===== src/rtl/cpu_pkg.sv =====
// Shared CPU definitions: datapath widths, opcode map and fetch-stage state encoding.
// Latency: none (types and constants only).
// Backpressure: not applicable.
package cpu_pkg;

  // Default datapath widths shared by fetch and control.
  localparam int INSTR_W  = 16;
  localparam int PC_W     = 8;
  localparam int OPCODE_W = 4;

  // Opcode map (instr[INSTR_W-1 -: 4]). An all-zero word decodes as HALT.
  localparam logic [OPCODE_W-1:0] OP_HALT  = 4'b0000;
  localparam logic [OPCODE_W-1:0] OP_ADD   = 4'b0001;
  localparam logic [OPCODE_W-1:0] OP_SUB   = 4'b0010;
  localparam logic [OPCODE_W-1:0] OP_AND   = 4'b0011;
  localparam logic [OPCODE_W-1:0] OP_LOAD  = 4'b0100;
  localparam logic [OPCODE_W-1:0] OP_STORE = 4'b0101;
  localparam logic [OPCODE_W-1:0] OP_ADDI  = 4'b0110;
  localparam logic [OPCODE_W-1:0] OP_BEQ   = 4'b0111;
  localparam logic [OPCODE_W-1:0] OP_BNE   = 4'b1000;
  localparam logic [OPCODE_W-1:0] OP_JUMP  = 4'b1001;
  localparam logic [OPCODE_W-1:0] OP_JUMPL = 4'b1010;
  localparam logic [OPCODE_W-1:0] OP_JR    = 4'b1011;
  localparam logic [OPCODE_W-1:0] OP_SLT   = 4'b1100;
  localparam logic [OPCODE_W-1:0] OP_SHL   = 4'b1101;
  localparam logic [OPCODE_W-1:0] OP_SHR   = 4'b1110;
  localparam logic [OPCODE_W-1:0] OP_OR    = 4'b1111;

  // Fetch-stage sequencing: one idle cycle after reset, then FETCH/EXEC until HALTED.
  typedef enum logic [1:0] {
    IDLE   = 2'd0,
    FETCH  = 2'd1,
    EXEC   = 2'd2,
    HALTED = 2'd3
  } fetch_state_e;

  // Decode helper for consumers; only meaningful when qualified with instr_valid.
  function automatic logic is_halt_op(input logic [OPCODE_W-1:0] op);
    return op == OP_HALT;
  endfunction

endpackage


===== src/rtl/instr_fetch_unit_next_pc_sel.sv =====
// Next-PC selection: redirect to target on jump or taken branch, otherwise pc + 1.
// Latency: combinational.
// Backpressure: none; the caller decides when next_pc is loaded.
module next_pc_sel #(
  parameter int PC_W = cpu_pkg::PC_W
) (
  input  logic [PC_W-1:0] pc,
  input  logic [PC_W-1:0] target,
  input  logic            jump,
  input  logic            branch_taken,
  output logic [PC_W-1:0] next_pc,
  output logic [PC_W-1:0] pc_plus1
);

  // Sequential successor wraps naturally at 2^PC_W; also used as the JUMPL link value.
  assign pc_plus1 = pc + PC_W'(1);

  // Jump and taken branch share the same absolute target, so either one redirects.
  always_comb begin
    next_pc = pc_plus1;
    if (jump || branch_taken) begin
      next_pc = target;
    end
  end

endmodule


===== src/rtl/instr_fetch_unit.sv =====
// Fetch stage: owns the PC, reads imem over req/ack, holds the instruction register, applies redirect and sticky halt.
// Latency: one idle cycle after reset, then at least 2 cycles per instruction (FETCH with same-cycle ack + EXEC).
// Backpressure: FETCH holds imem_req/imem_addr until imem_ack; EXEC holds instr/instr_valid until stage_done.
module instr_fetch_unit #(
  parameter int              INSTR_W  = cpu_pkg::INSTR_W,
  parameter int              PC_W     = cpu_pkg::PC_W,
  parameter logic [PC_W-1:0] RESET_PC = '0,
  parameter int              CNT_W    = 16
) (
  input  logic               clk,
  input  logic               rst_n,
  output logic               imem_req,
  output logic [PC_W-1:0]    imem_addr,
  input  logic               imem_ack,
  input  logic [INSTR_W-1:0] imem_rdata,
  output logic [INSTR_W-1:0] instr,
  output logic [3:0]         opcode,
  output logic               instr_valid,
  input  logic               stage_done,
  input  logic               halt,
  input  logic               jump,
  input  logic               branch_taken,
  input  logic [PC_W-1:0]    target,
  output logic [PC_W-1:0]    pc,
  output logic [PC_W-1:0]    pc_plus1,
  output logic               halted,
  output logic [CNT_W-1:0]   retired_cnt
);
  import cpu_pkg::*;

  fetch_state_e    state;
  logic [PC_W-1:0] next_pc;

  next_pc_sel #(
    .PC_W (PC_W)
  ) u_next_pc_sel (
    .pc           (pc),
    .target       (target),
    .jump         (jump),
    .branch_taken (branch_taken),
    .next_pc      (next_pc),
    .pc_plus1     (pc_plus1)
  );

  // The request address is the PC itself; it cannot move while a request is outstanding.
  assign imem_addr = pc;
  assign opcode    = instr[INSTR_W-1 -: 4];

  // Fetch sequencer with registered handshake/status outputs; reset beats every other input.
  always_ff @(posedge clk) begin
    if (!rst_n) begin
      state       <= IDLE;
      pc          <= RESET_PC;
      instr       <= '0;
      instr_valid <= 1'b0;
      imem_req    <= 1'b0;
      halted      <= 1'b0;
      retired_cnt <= '0;
    end else begin
      case (state)
        IDLE: begin
          state    <= FETCH;
          imem_req <= 1'b1;
        end
        FETCH: begin
          if (imem_ack) begin
            instr       <= imem_rdata;
            instr_valid <= 1'b1;
            imem_req    <= 1'b0;
            state       <= EXEC;
          end
        end
        EXEC: begin
          if (stage_done) begin
            instr_valid <= 1'b0;
            if (halt) begin
              halted <= 1'b1;
              state  <= HALTED;
            end else begin
              pc       <= next_pc;
              imem_req <= 1'b1;
              state    <= FETCH;
              if (retired_cnt != '1) begin
                retired_cnt <= retired_cnt + CNT_W'(1);
              end
            end
          end
        end
        HALTED: begin
          state <= HALTED;
        end
        default: begin
          state <= IDLE;
        end
      endcase
    end
  end

  // Registered status flags must always agree with the sequencer state.
  always_ff @(posedge clk) begin
    if (rst_n) begin
      assert (imem_req == (state == FETCH));
      assert (instr_valid == (state == EXEC));
      assert (halted == (state == HALTED));
    end
  end

endmodule


===== config.mk =====
export PLATFORM = sky130hd
export DESIGN_NAME = instr_fetch_unit
export DESIGN_NICKNAME = d
export VERILOG_FILES = /design/src/rtl/cpu_pkg.sv /design/src/rtl/instr_fetch_unit_next_pc_sel.sv /design/src/rtl/instr_fetch_unit.sv
export SDC_FILE = /design/constraint.sdc
export NUM_CORES = 1
export LEC_CHECK = 0
export BUFFER_PORTS_ARGS = -buffer_cell sky130_fd_sc_hd__buf_2
export CAP_MARGIN = 5
export CORE_MARGIN = 1.5
export CORE_UTILIZATION = 44
export CTS_BUF_LIST = sky130_fd_sc_hd__clkbuf_8
export CTS_CLUSTER_DIAMETER = 80
export CTS_CLUSTER_SIZE = 20
export DETAILED_ROUTE_END_ITERATION = 16
export GPL_TIMING_DRIVEN = 0
export HOLD_SLACK_MARGIN = 0.12
export PLACE_DENSITY = 0.78
export SYNTH_ARGS = -nofsm -noshare
export SYNTH_HDL_FRONTEND = slang
export SYNTH_SLANG_ARGS = --single-unit
export TNS_END_PERCENT = 30

===== constraint.sdc =====
create_clock -name clk -period 1.9 [get_ports clk]
set_clock_uncertainty 0.2 [all_clocks]
set_input_delay 0.095 -clock clk [delete_from_list [all_inputs] [get_ports clk]]
set_output_delay 0.095 -clock clk [all_outputs]
set_load 0.01 [all_outputs]

Word level (Yosys, flattened, before mapping)
Cells that the tools add are included.

storage, ports and cells
  flip-flop bits (word level) = 45
  output and inout port bits = 63
  logic and storage cells = 40

cells by class
  add/subtract/negate cells = 2
  eq/ne operators = 7
  multiplexer cells = 12
  bitwise logic cells = 1
  reduce and logical (&&, ||, !) cells = 11

operators with widths
  operator                                                               number
  16-bit by 1-bit adder with 16-bit output, second input constant        1
  16-bit != test, second input constant                                  1
  3-bit AND reduction                                                    3
  8-bit by 1-bit adder with 8-bit output, second input constant          1
  8-bit 2-to-1 mux                                                       1
  2-bit case mux with 4 select lines                                     1
  4-bit AND reduction                                                    2
  2-bit 2-to-1 mux                                                       3
  2-bit != test, second input constant                                   3
  1-bit 2-to-1 mux                                                       5
  2-bit equality test, second input constant                             2
  2-bit AND reduction                                                    2
  1-bit case mux with 3 select lines                                     1
  3-bit nonzero test                                                     1
  2-bit by 1-bit equality test with 1-bit output, second input constant  1
  2-bit logical NOT                                                      1
  1-bit case mux with 2 select lines                                     1
  2-bit nonzero test                                                     1
  1-bit logical OR                                                       1
  1-bit NOT                                                              1

Longest topological paths before layout
  word-level depth = 3
  gate-level depth with buffers = 6

Hierarchy
A second synthesis with hierarchy kept.

unflattened totals
  cells, all modules = 276
  area, all modules = 2202.1 µm²

by module, submodules not included
  module            instances  cells each  area an instance (µm²)  sequential area each (µm²)
  instr_fetch_unit  1          242         1979.4                  900.9
  next_pc_sel       1          34          222.7                   0.0

Worst setup path after synthesis
Ideal clock, no wire load.

  path kind = reg-to-reg
  start point = register pc[2] (netlist: imem_addr[2])
  end point = register pc[7] (netlist: imem_addr[7])
  setup time = 0.074 ns
  arrival = 1.694 ns
  data required time = 1.626 ns
  setup slack = -0.069 ns
  stages on the path, launching flop included = 6
  buffers on the path = 1
  cells stage by stage = dfxtp_1 > buf_2 > nand3_1 > or3_1 > or4_1 > a31oi_1

on the way
  cells in the longest elaborated chain, start to end = 2

ends and longest elaborated chain
  what                                    RTL line                            text
  from (decl)                             instr_fetch_unit.sv:24              output logic [PC_W-1:0] pc,
  from (signal assigned)                  instr_fetch_unit.sv:80              pc <= next_pc;
  8-bit by 1-bit adder with 8-bit output  instr_fetch_unit_next_pc_sel.sv:16  assign pc_plus1 = pc + PC_W'(1);
  8-bit 2-to-1 mux                        instr_fetch_unit_next_pc_sel.sv:21  if (jump || branch_taken) begin

Every way passes these cells.
A chain may end at the register's enable or synchronous reset.

Worst setup path after layout
  start point = register state[0]
  end point = register retired_cnt[9]

on the way
  cells in the longest elaborated chain, start to end = 2

ends and longest elaborated chain
  what                           RTL line                text
  from (decl)                    instr_fetch_unit.sv:31  fetch_state_e state;
  from (signal assigned)         instr_fetch_unit.sv:52  state <= IDLE;
  from (signal assigned)         instr_fetch_unit.sv:62  state <= FETCH;
  from (signal assigned)         instr_fetch_unit.sv:70  state <= EXEC;
  2-bit equality test            instr_fetch_unit.sv:60  case (state)
  4-bit AND reduction (no line)  --
  to (signal assigned)           instr_fetch_unit.sv:84  retired_cnt <= retired_cnt + CNT_W'(1);
  to (decl)                      instr_fetch_unit.sv:27  output logic [CNT_W-1:0] retired_cnt

Every way passes these cells.

==> metrics.md <==
| Metric | Value |
|---|---|
| Final Wtd Congestion | `0.862` |
| Seq cells post-synth | `45` |
| Worst-path cell chain | `nand4bb_4, or4_4, or3_1, a21oi_1` |
| Slew HR | `64.0%` |
| Grt total ovfl | `0` |
| Die height | `73.8 um` |
| Max Freq | `529 MHz` |
| H-tree levels | `2` |
| Mapped Area | `2210 um2` |
| Number of synthesized flops with an enable pin | `0` |
| Synth area leader | `dfxtp_1` |
| Share of layout cells above drive strength 1 | `36.0%` |
| Top-area cell type share of the netlist area | `40.8%` |
| CP required | `1930 ps` |
| Pre-CTS setup slack | `-302 ps` |
| DR DRC count | `0` |
| Syn nets | `307` |
| Worst Path Class, Setup | `flop to flop` |
| CP bufs+invs | `0` |
| Worst Path Arrival | `1920 ps` |
| Mean Syn Cell Area | `8.06 um2` |
| Total GRT Usage | `23.9%` |
| Yosys warnings | `0` |
| Io pins | `94` |
| Most common cell after layout, fill and taps aside | `buf_2` |
| Final min period | `1890 ps` |
| Post-synthesis sequential area ratio | `40.8%` |
| Routed wire length per instance | `14.0 um` |
| Vias in the first global route | `2,230` |
| Clock Latency Late Sink | `300 ps` |
| Via Count | `2,541` |
| Synth Instances | `274` |
| CP startpoint kind | `flop` |
| Die X | `73.8 um` |
| Final Max Tran Viols | `0` |
| Commonest cells after routing, fill and taps aside | `buf_2, nand2_1, dlygate4sd3_1` |
| Worst vdd ir | `0.356 mV` |
| Worst-path clk slew | `100 ps` |
| CTS Buf Count | `5` |
| DP Wirelength | `4220 um` |
| Antenna Cells | `0` |
| CP max stage cell | `or4_4` |
| Lkg Pwr | `1.54 nW` |
| Max Buffers Root-to-Sink | `2` |
| # port buffers | `93` |
| Slowest cell delay on critical path | `550 ps` |
| Worst Path Max Fanout | `8` |
| Die area | `5450 um2` |
| Max cap viols | `0` |
| Area Growth Syn to Fin | `52.7%` |
| Via/cell ratio | `5.25` |
| Largest net degree at the start of global routing | `16` |
| Final-stage net count | `449` |
| Final Hold Viols | `0` |
| DR pass1 iterations | `4` |
| Hold Path Class | `primary input to flop` |
| Critical path capture point type | `flop` |
| RSZ-0062 raised after global routing | `true` |
| Slew @ Worst Pin | `539 ps` |
| Fillcell total | `386` |
| CTS tree | `built` |
| Worst Setup SP | `state[0]` |
| Total power draw | `1.88 mW` |
| CP Capture Point | `retired_cnt[9]` |
| Routed Antenna Nets | `0` |
| CP delay by family, top | `simple AND/OR/NAND/NOR gates` |
| Unique cell type count in the Yosys netlist | `42` |
| Post-synth ARST share | `0%` |
| Root Driver | `clkbuf_8` |
| Synth top area cells | `dfxtp_1, nand2_1, a21oi_1` |
| Initial Util | `46.1%` |
| Power Dens Cells | `558 nW/um2` |
| Final Setup Violations | `0` |
| Core ar. | `4790 um2` |
| Crit. path cell count | `4` |
| Clock Sinks | `45` |
| First-pass GRT wire length | `10,100 um` |
| Status | `completed` |
| Flop2flop setup slack | `9 ps` |
| Post-route worst setup slack | `9.22 ps` |
| Routed WL | `6780 um` |
| R2r endpoint | `retired_cnt[9]` |
| Initial DRC count | `123` |
| Most common flop cell mapped by yosys | `dfxtp_1` |
| FF-to-FF path depth | `4` |
| Final worst-path cycle share | `99.5%` |
| Reg-to-Reg Start | `state[0]` |
| Cell Rows | `25` |
| Antenna violations before repair | `0` |
-- cells in the mapped netlist (all sizes together), types with 2 or more instances --
cell	instances
or3	2
buf	19
nand4	6
a41oi	3
mux2i	5
dfxtp	45
clkbuf	9
o31ai	4
xnor2	5
and3	5
a31oi	5
a311oi	2
or4	4
a21oi	27
o21ai	11
nor3	5
nor4	4
a41o	2
ha	2
inv	8
nand2b	5
or2	4
nand3	15
nor2	12
a211oi	4
nand2	48
-- timing repair --
| item | in CTS | in global routing |
|---|---|---|
| setup buffers | 1 | 2 |
| setup endpoints to repair | 12 | 28 |
| endpoints found under the hold margin | 34 | 4 |
| resized for setup | 12 | 17 |
| pin swaps | 2 | 2 |
| hold buffers | 38 | 1 |
-- registers in the layout (all words and copies together) (netlist names) --
register     count
imem_addr        8
imem_req         1
retired_cnt     16
state            2
instr_valid      1
instr           16
halted           1
-- routing by layer --
metal / vias up / global-route usage [%] / wire length [um]
met2: 95 / 43.0 / 3480
li1: 1249 / - / -
met3: 13 / 3.98 / 332
met1: 1184 / 28.0 / 2820
met4: 0 / 8.85 / 143
met5: - / 0 / 0
-- where the power goes --
group	leakage (nW)	switching (mW)	internal, mW
sequential	0.370	0.0234	0.970
combinational	1.12	0.132	0.146
clock	0.0481	0.348	0.261
-- layout make-up --
| cell class | count | area, um2 | area share [%] |
|---|---|---|---|
| multi-input combinational | 193 | 1190 | 35.4 |
| tap | 67 | 83.8 | 2.49 |
| timing repair buffer | 135 | 878 | 26.1 |
| inverter | 8 | 30.0 | 0.891 |
| clock inverter | 3 | 22.5 | 0.668 |
| buffer | 28 | 175 | 5.20 |
| sequential | 45 | 917 | 27.2 |
| clock buffer | 5 | 68.8 | 2.04 |
-- stage by stage --
| step | setup TNS, ps | cell area [um2] | hold WS [ps] | instances | util, % |
|---|---|---|---|---|---|
| 2_1_floorplan | -70.8 | 2220 | 31.0 | 274 | - |
| 3_3_place_gp | -922 | 2770 | 136 | 434 | 57.8 |
| 3_5_place_dp | -1350 | 2770 | 142 | 434 | 57.8 |
| 4_1_cts | -0.466 | 3300 | 23.9 | 481 | 69.0 |
| 5_1_grt | -255 | 3370 | 43.9 | 484 | 70.4 |
| 6_report | 0 | 3370 | 29.8 | 484 | 70.4 |
-- cell families (layout without fill, tap and decap cells) --
family                     Yosys count  count (layout)  share of synthesized area [%]
and+or+nand+nor                    115             115                           26.3
AOI/OAI and AO/OA                   65              65                           18.5
DFF                                 45              45                           40.8
buffers and inverters               36             179                           8.62
xor gates and xnor gates             6               6                           2.38
muxes                                5               5                           2.27
adders and majority gates            2               2                           1.13
-- how the worst min path moves through the flow --
stage / from / to / slack, ps / cells past startpoint
2_1_floorplan: imem_rdata[0] / instr[0] / 30 / 2
3_3_place_gp: imem_rdata[5] / instr[5] / 140 / 3
3_5_place_dp: imem_rdata[4] / instr[4] / 140 / 3
4_1_cts: rst_n / retired_cnt[12] / 20 / 3
5_1_grt: rst_n / retired_cnt[12] / 40 / 3
6_report: rst_n / retired_cnt[12] / 30 / 3
-- worst register-to-register path: stages, from the launching register on --
cell and delay [ps]:
dfxtp_4 380, nand4bb_4 200, or4_4 550, or3_1 350, a21oi_1 130
(Power assumes the default switching activity.)
